### src/rtl/pwm_duty_meter_if.sv
// pwm_duty_meter_if -- signal bundle between a PWM source and the duty meter.
//   pwm_in : raw PWM waveform (asynchronous to clk)
//   clr    : synchronous acquisition abort
//   duty   : last measured high-sample count (R bits, saturated)
//   valid  : one-clk pulse when duty is updated
//   stuck  : input held constant for the timeout interval
// master = PWM source / consumer side, slave = meter side.
interface pwm_duty_meter_if #(
    parameter int R = 8
);
    logic         pwm_in;
    logic         clr;
    logic [R-1:0] duty;
    logic         valid;
    logic         stuck;

    modport master (
        output pwm_in,
        output clr,
        input  duty,
        input  valid,
        input  stuck
    );

    modport slave (
        input  pwm_in,
        input  clr,
        output duty,
        output valid,
        output stuck
    );
endinterface

### src/rtl/pwm_duty_meter.sv
// pwm_duty_meter -- measures PWM duty cycle as the number of high samples in a
// window of 2^R sample ticks that starts on a sampled rising edge.
// Parameters:
//   R    : duty resolution in bits (window = 2^R ticks)
//   dvsr : sample-tick divisor, sysclk / (pwm_frq * 2^R); 0 behaves as 1
// Ports:
//   clk  : system clock, rising edge
//   rst  : asynchronous active-low reset
//   bus  : pwm_duty_meter_if.slave (pwm_in, clr in; duty, valid, stuck out)
// Build option:
//   PWM_DUTY_METER_STUCK_DETECT_EN : enables the stuck-input timeout; when
//   undefined, stuck is tied low and the meter waits for an edge forever.
module pwm_duty_meter #(
    parameter int          R    = 8,
    parameter logic [31:0] dvsr = 32'd488
) (
    input  logic                clk,
    input  logic                rst,
    pwm_duty_meter_if.slave     bus
);
    localparam logic [31:0] DVSR_EFF = (dvsr == 32'd0) ? 32'd1 : dvsr;
    localparam logic [R:0]  WIN_LAST = (R+1)'((1 << R) - 1);

    typedef enum logic [1:0] {
        WAIT_EDGE,
        MEASURE,
        UPDATE
    } state_t;

    state_t       state, state_nxt;
    logic         sync1, sync2, smp_q;
    logic [31:0]  pre_cnt;
    logic         tick, rise;
    logic [R:0]   win_cnt, win_nxt;
    logic [R:0]   high_cnt, high_nxt;
    logic         win_done;
    logic         timeout;
    logic [R-1:0] duty_q;
    logic         valid_q;
    logic [R-1:0] duty_sat;

    // Free-running prescaler; clr deliberately has no effect here.
    always_ff @(posedge clk or negedge rst) begin
        if (!rst)      pre_cnt <= '0;
        else if (tick) pre_cnt <= '0;
        else           pre_cnt <= pre_cnt + 32'd1;
    end

    assign tick = (pre_cnt == DVSR_EFF - 32'd1);

    always_ff @(posedge clk or negedge rst) begin
        if (!rst) begin
            sync1 <= 1'b0;
            sync2 <= 1'b0;
            smp_q <= 1'b0;
        end else begin
            sync1 <= bus.pwm_in;
            sync2 <= sync1;
            if (tick) smp_q <= sync2;
        end
    end

    // sync2 is the value being sampled on this tick; smp_q is the previous tick's.
    assign rise = tick & sync2 & ~smp_q;

    always_ff @(posedge clk or negedge rst) begin
        if (!rst) state <= WAIT_EDGE;
        else      state <= state_nxt;
    end

    always_comb begin
        state_nxt = state;
        win_nxt   = win_cnt;
        high_nxt  = high_cnt;
        win_done  = 1'b0;
        if (bus.clr) begin
            state_nxt = WAIT_EDGE;
            win_nxt   = '0;
            high_nxt  = '0;
        end else begin
            case (state)
                WAIT_EDGE: begin
                    if (rise) begin
                        state_nxt = MEASURE;
                        win_nxt   = (R+1)'(1);
                        high_nxt  = (R+1)'(1);
                    end
                end
                MEASURE: begin
                    if (tick) begin
                        win_nxt  = win_cnt + (R+1)'(1);
                        high_nxt = high_cnt + {{R{1'b0}}, sync2};
                        if (win_cnt == WIN_LAST) begin
                            state_nxt = UPDATE;
                            win_done  = 1'b1;
                        end
                    end
                end
                UPDATE:  state_nxt = WAIT_EDGE;
                default: state_nxt = WAIT_EDGE;
            endcase
        end
    end

    always_ff @(posedge clk or negedge rst) begin
        if (!rst) begin
            win_cnt  <= '0;
            high_cnt <= '0;
        end else begin
            win_cnt  <= win_nxt;
            high_cnt <= high_nxt;
        end
    end

    // Only a fully-high window reaches 2^R, which sets the top bit.
    assign duty_sat = high_nxt[R] ? '1 : high_nxt[R-1:0];

`ifdef PWM_DUTY_METER_STUCK_DETECT_EN
    localparam logic [R+1:0] TO_LAST = (R+2)'((1 << (R+1)) - 1);

    logic [R+1:0] to_cnt;
    logic         stuck_q;

    assign timeout = !bus.clr && (state == WAIT_EDGE) && tick && !rise &&
                     (to_cnt == TO_LAST);

    always_ff @(posedge clk or negedge rst) begin
        if (!rst)
            to_cnt <= '0;
        else if (bus.clr || timeout || rise || state != WAIT_EDGE)
            to_cnt <= '0;
        else if (tick)
            to_cnt <= to_cnt + (R+2)'(1);
    end

    always_ff @(posedge clk or negedge rst) begin
        if (!rst)          stuck_q <= 1'b0;
        else if (win_done) stuck_q <= 1'b0;
        else if (timeout)  stuck_q <= 1'b1;
    end

    assign bus.stuck = stuck_q;
`else
    assign timeout   = 1'b0;
    assign bus.stuck = 1'b0;
`endif

    // duty/valid are registered on the edge that leaves the completing tick,
    // so valid is high during the single UPDATE clk with duty already loaded.
    always_ff @(posedge clk or negedge rst) begin
        if (!rst) begin
            duty_q  <= '0;
            valid_q <= 1'b0;
        end else begin
            valid_q <= win_done | timeout;
            if (win_done)     duty_q <= duty_sat;
            else if (timeout) duty_q <= sync2 ? '1 : '0;
        end
    end

    assign bus.duty  = duty_q;
    assign bus.valid = valid_q;
endmodule

### src/flat_wrapper.sv
// flat-port wrapper written by rule: the top's interface ports become plain ports
module pwm_duty_meter_flat 
#(
    parameter int          R    = 8,
    parameter logic [31:0] dvsr = 32'd488
)
  (clk, rst, bus_pwm_in, bus_clr, bus_duty, bus_valid, bus_stuck);
  pwm_duty_meter_if #(.R(R)) bus_i ();
  input  logic clk;
  input  logic rst;
  input wire logic [$bits(bus_i.pwm_in)-1:0] bus_pwm_in;
  input wire logic [$bits(bus_i.clr)-1:0] bus_clr;
  output wire logic [$bits(bus_i.duty)-1:0] bus_duty;
  output wire logic [$bits(bus_i.valid)-1:0] bus_valid;
  output wire logic [$bits(bus_i.stuck)-1:0] bus_stuck;
  assign bus_i.pwm_in = bus_pwm_in;
  assign bus_i.clr = bus_clr;
  assign bus_duty = bus_i.duty;
  assign bus_valid = bus_i.valid;
  assign bus_stuck = bus_i.stuck;
  pwm_duty_meter #(.R(R), .dvsr(dvsr)) u_core (.clk(clk), .rst(rst), .bus(bus_i));
endmodule
### config.mk
export PLATFORM = sky130hd
export DESIGN_NAME = pwm_duty_meter_flat
export DESIGN_NICKNAME = d
export VERILOG_FILES = /design/src/rtl/pwm_duty_meter_if.sv /design/src/rtl/pwm_duty_meter.sv /design/src/flat_wrapper.sv
export SDC_FILE = /design/constraint.sdc
export NUM_CORES = 1
export LEC_CHECK = 0
export CAP_MARGIN = 20
export CORE_ASPECT_RATIO = 1.2
export CORE_MARGIN = 2
export CORE_UTILIZATION = 50
export CTS_CLUSTER_SIZE = 30
export DETAILED_ROUTE_END_ITERATION = 7
export MAX_ROUTING_LAYER = met4
export PLACE_DENSITY = 0.8
export SYNTH_ARGS = -nofsm -noshare
export SYNTH_HDL_FRONTEND = slang
export SYNTH_SLANG_ARGS = --single-unit
### constraint.sdc
create_clock -name clk -period 3.2 [get_ports clk]
set_clock_uncertainty 0.2 [all_clocks]
set_input_delay 0.8 -clock clk [delete_from_list [all_inputs] [get_ports clk]]
set_output_delay 0.8 -clock clk [all_outputs]
set_load 0.05 [all_outputs]
[After elaboration in Yosys (flattened, before gate mapping)]
Cells that the tools add are included.
Cells by class
  add/sub/neg operators: 3
  eq/ne operators: 6
  mux-type cells: 19
  bitwise operators: 3
  reductions and logical operators: 4
Operator list (count)
  two-way mux 9 bit: 6
  case mux 9 bit (2 select lines): 2
  adder 32 x 1 -> 32 bit, second input constant: 1
  == test 32 x 9 -> 1 bit, second input constant: 1
  two-way mux 32 bit: 1
  adder 9 x 1 -> 9 bit: 1
  adder 9 x 1 -> 9 bit, second input constant: 1
  == test 9 x 8 -> 1 bit, second input constant: 1
  != test 3 x 2 -> 1 bit, second input constant: 3
  two-way mux 2 bit: 4
  two-way mux 8 bit: 1
  AND reduction 3 bit: 2
  two-way mux 1 bit: 4
  case mux 2 bit (2 select lines): 1
  nonzero test 3 bit: 1
  bitwise AND 1 bit: 2
  == test 2 x 1 -> 1 bit, second input constant: 1
  logical NOT 2 bit: 1
  NOT 1 bit: 1
Word-level totals
  register bits after elaboration: 64
  input bits: 4
  word-level logic and storage cells: 44

[Logic depth before layout (Yosys ltp)]
  depth after elaboration: 7
  mapped depth: 10
  depth with buffers taken out: 9

[Least setup slack after synthesis]
OpenSTA, ideal clock, no wires.
  kind: register to register
  from: register u_core.pre_cnt[0]
  to: register u_core.win_cnt[7]
  arrival time: 2.158 ns
  required time: 2.922 ns
  path slack: 0.764 ns
  cell stages (with the launch flop): 8
  buffers on the path: 1
  period minus slack after synthesis: 2.436 ns
  path through: dfrtp_1 ha_1 and4bb_1 nand4_1 or3_1 buf_2 or4_1 a21oi_1
Between the ends
  word-level cells in the longest chain between the ends: 5
  elaborated cells between the ends (all ways): 6
  classes of those cells: eq/ne: 3; bitwise: 2; reduce/logical: 1
Ends and longest elaborated chain
  start: declaration: line pwm_duty_meter.sv:32  | logic [31:0] pre_cnt;
  start signal: assignment: line pwm_duty_meter.sv:46  | else pre_cnt <= pre_cnt + 32'd1;
  == test 32 x 9 -> 1 bit (*): line pwm_duty_meter.sv:49  | assign tick = (pre_cnt == DVSR_EFF - 32'd1);
  bitwise AND 1 bit (2 in a row): line pwm_duty_meter.sv:64  | assign rise = tick & sync2 & ~smp_q;
  != test 3 x 2 -> 1 bit (no line)
  AND reduction 3 bit (no line) (*)
  end signal: assignment: line pwm_duty_meter.sv:110  | win_cnt <= win_nxt;
  end: declaration: line pwm_duty_meter.sv:34  | logic [R:0] win_cnt, win_nxt;
Every way passes the cells marked *; elsewhere a longest branch is shown, timed or not.
A chain may end at the register's enable or synchronous reset.

[Worst setup path after layout]
  from: register u_core.pre_cnt[0]
  to: register u_core.duty_q[1], in the netlist u_core.bus.duty[1]
Between the ends
  word-level cells in the longest chain between the ends: 7
  elaborated cells between the ends (all ways): 11
  classes of those cells: eq/ne: 1; mux: 8; bitwise: 2
Ends and longest elaborated chain
  == test 32 x 9 -> 1 bit (*): line pwm_duty_meter.sv:49
  bitwise AND 1 bit (2 in a row): line pwm_duty_meter.sv:64
  two-way mux 9 bit: line pwm_duty_meter.sv:83  | if (rise) begin
  case mux 9 bit (2 select lines): line pwm_duty_meter.sv:81  | case (state)
  two-way mux 9 bit: line pwm_duty_meter.sv:76  | if (bus.clr) begin
  two-way mux 8 bit: line pwm_duty_meter.sv:116  | assign duty_sat = high_nxt[R] ? '1 : high_nxt[R-1:0];
  end signal: assignment: line pwm_duty_meter.sv:156  | if (win_done) duty_q <= duty_sat;
  end signal: assignment: line pwm_duty_meter.sv:157  | else if (timeout) duty_q <= sync2 ? '1 : '0;
  end: declaration: line pwm_duty_meter.sv:38  | logic [R-1:0] duty_q;
Marked as above.

==> metrics.md <==
| Metric | Value |
|---|---|
| Status | finished clean |
| Hold-fix buffers, CTS | 0 |
| DRC Markers | 0 |
| Wire length after detailed routing | 6132 um |
| Ys flop type | dfrtp_1 |
| Post-synth net total | 319 |
| Post-CTS Setup Inserts | 0 |
| Yosys warns | 0 |
| Sequential standard cell area | 0.001602 mm^2 |
| #FFs+latches synth | between 60 and 70 |
| Largest net degree at the start of global routing | 65 |
| Max transition margin | 0.5758 |
| Layout cell share with drive strength beyond 1 | 0.08133 |
| Io pins | 14 |
| Largest family of logic cells by synthesized area | simple AND/OR/NAND/NOR gates |
| Clock transition at path regs | 0.08 ns |
| Clock buffer depth | 2 |
| Flop pwr share | 0.503 |
| Number of fill cells | 534 |
| Number of global-route vias before repair | 2321 |
| Hold Path Stages | 0 |
| Power share of the combinational group | 0.022 |
| R2r worst-path depth | 7 |
| P_sw | 0.3554 mW |
| I/O Buffers | 12 |
| Multi-input gate area | 0.001431 mm^2 |
| Grt total ovfl | 0 |
| Compound-Gate Fraction of Synth Area | 0.07730 |
| Fin area | 0.003528 mm^2 |
| Detailed Place HPWL | 4146 um |
| Max-slew violations | 0 |
| Clk_lat worst skew | 0.35 ns |
| Worst Max-Slew Pin Slew | about 0.63 ns |
| Die width | between 70 and 80 um |
| Final Non-Filler Cells | 414 |
| Avg Inst Size Synth | 9.973 um^2 |
| Required time of the critical path | 3.22 ns |
| Die ar. | just under 0.007 mm^2 |
| Row Count | 31 |
| Post-synthesis xor/xnor area fraction | 0.09632 |
| Hold Crit Class | flop to flop |
| Post-Synth Simple-Gate Area | 0.2541 |
| Worst-path maximum fanout | 8 |
| CP Capture Type | flop |
| H-tree depth | 3 |
| Final critical-path share of the clock period | 0.8669 |
| Async S/R FF share, synth | 1.000 |
| Via count | 2365 |
| Crit path DAT | approximately 2.8 ns |
| Total CTS buffers | 9 |
| Worst VDD drop | 0.0002365 V |
| Post-route ant nets | 0 |
| # resized after CTS | 0 |
| Nets | 336 |
| Starting density of the core | 0.5143 |
| Worst Setup Start Kind | flop |
| CORE AREA | 0.006012 mm^2 |
| Die Ht | 90.14 um |
| Final hold vios | 0 |
| Final setup TNS | 0 ns |
| Critical path class | flop to flop |
| Post-Syn Instances | between 300 and 400 |
| DP Area | between 0.003 and 0.004 mm^2 |
| Syn Std Cell Area | 0.003092 mm^2 |
| Sequential share of the synthesized area | 0.5180 |
| CTS root buf | clkbuf_8 |
| Int Power | ~1.3 mW |
| Drt wl/cell | around 15 um |
| Peak Freq | 360.5 MHz |
| Placed Instances | 398 |
| First-pass GRT wire length | ~11000 um |
| Shortest period the worst path allows | 2.774 ns |
| Tot Pwr | 1.611 mW |
| RSZ-0062 raised after global routing | false |
| Area Overhead vs Synth | 14.12% |
| PwrDens | about 460 mW/mm^2 |
| ANT cells | 0 |
| CTS tree | done |
| Clock power frac | 0.475 |
| CTS Sinks | between 60 and 70 |
| Gr usage total | 0.2099 |
| Mux cell area share after synthesis | 0.01376 |
| DR iter-0 viols | between 100 and 150 |
| Synth cell types | 41 |
| GPL Wtd Cong | 0.8676 |
| Max-Cap Viols | 0 |
| Drt pass-1 iters | 5 |
| Leak | 1.589 nW |
| Synth Area in Adders | 0.02023 |
| Number of synthesized flops with an enable pin | 0 |
| Final setup fails | 0 |
| Sw frac | 0.2206 |
| Vias per cell | 5.713 |
| Initial antenna violation count | 0 |
final cells by class:
| cell class | count | area share |
|---|---|---|
| repair buffers | 16 | 0.04468 |
| inverters | 4 | 0.004255 |
| multi-input cells | 232 | 0.4057 |
| flip-flops and latches | 64 | 0.4539 |
| clock inverters | 7 | 0.02730 |
| well taps | 82 | 0.02908 |
| clock buffers | 9 | 0.03511 |
registers in the layout, summed over array words and instances (netlist names):
name	flops
u_core.state	2
u_core.pre_cnt	32
u_core.bus.valid	1
u_core.win_cnt	9
u_core.sync2	1
u_core.bus.duty	8
u_core.high_cnt	9
u_core.sync1	1
u_core.smp_q	1
routing by layer:
metal	GRT usage	share of wire	up-vias
li1	-	-	1125
met1	0.2673	0.45	1157
met2	0.3089	0.49	61
met3	0.05045	0.036	22
met4	0.1023	0.030	0
met5	-	0	-
critical path, stage by stage (launching register included):
cell and delay (ns):
dfrtp_1 0.39, ha_1 0.23, and4bb_1 0.24, nand4_1 0.32, nor4_1 0.63, nand2_1 0.28
a22oi_1 0.26, a21oi_1 0.10
logic make-up after synthesis:
| logic type | Yosys count |
|---|---|
| buffers and inverters | 14 |
| DFF | 64 |
| adders and majority gates | 5 |
| other | 1 |
| xor gates and xnor gates | 34 |
| and+or+nand+nor | 146 |
| AOI/OAI and AO/OA | 42 |
| muxes | 4 |
synth_stat cells, types with 2 or more instances:
| cell | instances | area [um^2] |
|---|---|---|
| mux2_2 | 2 | 22.52 |
| nand2_1 | 18 | 67.56 |
| nor4_2 | 2 | 25.02 |
| buf_2 | 2 | 10.01 |
| nand4_1 | 12 | 75.07 |
| nor4_1 | 5 | 31.28 |
| nand3_1 | 14 | 70.07 |
| and3_1 | 11 | 68.82 |
| nor3_1 | 8 | 40.04 |
| dfrtp_1 | 64 | 1602 |
| clkbuf_1 | 7 | 26.28 |
| xor2_1 | 20 | 175.2 |
| xnor2_1 | 14 | 122.6 |
| inv_1 | 4 | 15.01 |
| or3_1 | 3 | 18.77 |
| a211oi_1 | 2 | 15.01 |
| nand3b_1 | 6 | 45.04 |
| o21ai_0 | 8 | 40.04 |
| nor2b_1 | 4 | 25.02 |
| nand2b_1 | 4 | 25.02 |
| a21oi_1 | 23 | 115.1 |
| ha_1 | 5 | 62.56 |
| mux2i_1 | 2 | 20.02 |
| nor2_1 | 48 | 180.2 |
| and4_1 | 5 | 43.79 |
| a22oi_1 | 2 | 15.01 |
layout by cell type (no fill, tap or decap), types with 9 or more instances in the layout:
cell	instances
dfrtp_1	64
nand3_1	14
nor2_1	48
nand4_1	12
clkbuf_8	9
a21oi_1	23
and3_1	11
nand2_1	18
xor2_1	20
clkdlybuf4s50_1	11
xnor2_1	14
power by group through the flow:
| stage | registers [mW] | clock network, mW | logic, mW |
|---|---|---|---|
| after floorplan | 0.826 | 0 | 0.0123 |
| after global placement | 0.826 | 0 | 0.0361 |
| after detailed placement | 0.826 | 0 | 0.0367 |
| after CTS | 0.810 | 0.776 | 0.0368 |
| after global routing | 0.810 | 0.811 | 0.0410 |
| final | 0.811 | 0.765 | 0.0356 |
path summary, 6_finish.rpt:
kind | start | endpoint | slack (ns)
max | u_core.pre_cnt[0] | u_core.bus.duty[1] | 0.43
min reg2reg | u_core.sync1 | u_core.sync2 | 0.15
max reg2reg | u_core.pre_cnt[0] | u_core.bus.duty[1] | 0.43
min in group asynchronous | rst | u_core.win_cnt[4] | 0.24
max in group asynchronous | rst | u_core.pre_cnt[9] | 2.27
min | u_core.sync1 | u_core.sync2 | 0.15
metrics by stage:
stage / hold WS (ns) / utilization / setup WS (ns)
finish: 0.1491 / 0.5869 / 0.4259
global route: 0.1561 / 0.5869 / 0.2143
CTS: 0.1495 / 0.5869 / 0.4509
detailed placement: 0.1371 / 0.5503 / 0.4701
global placement: 0.1358 / 0.5503 / 0.5149
floorplan: 0.1312 / - / 0.7637
(Power assumes the default switching activity.)
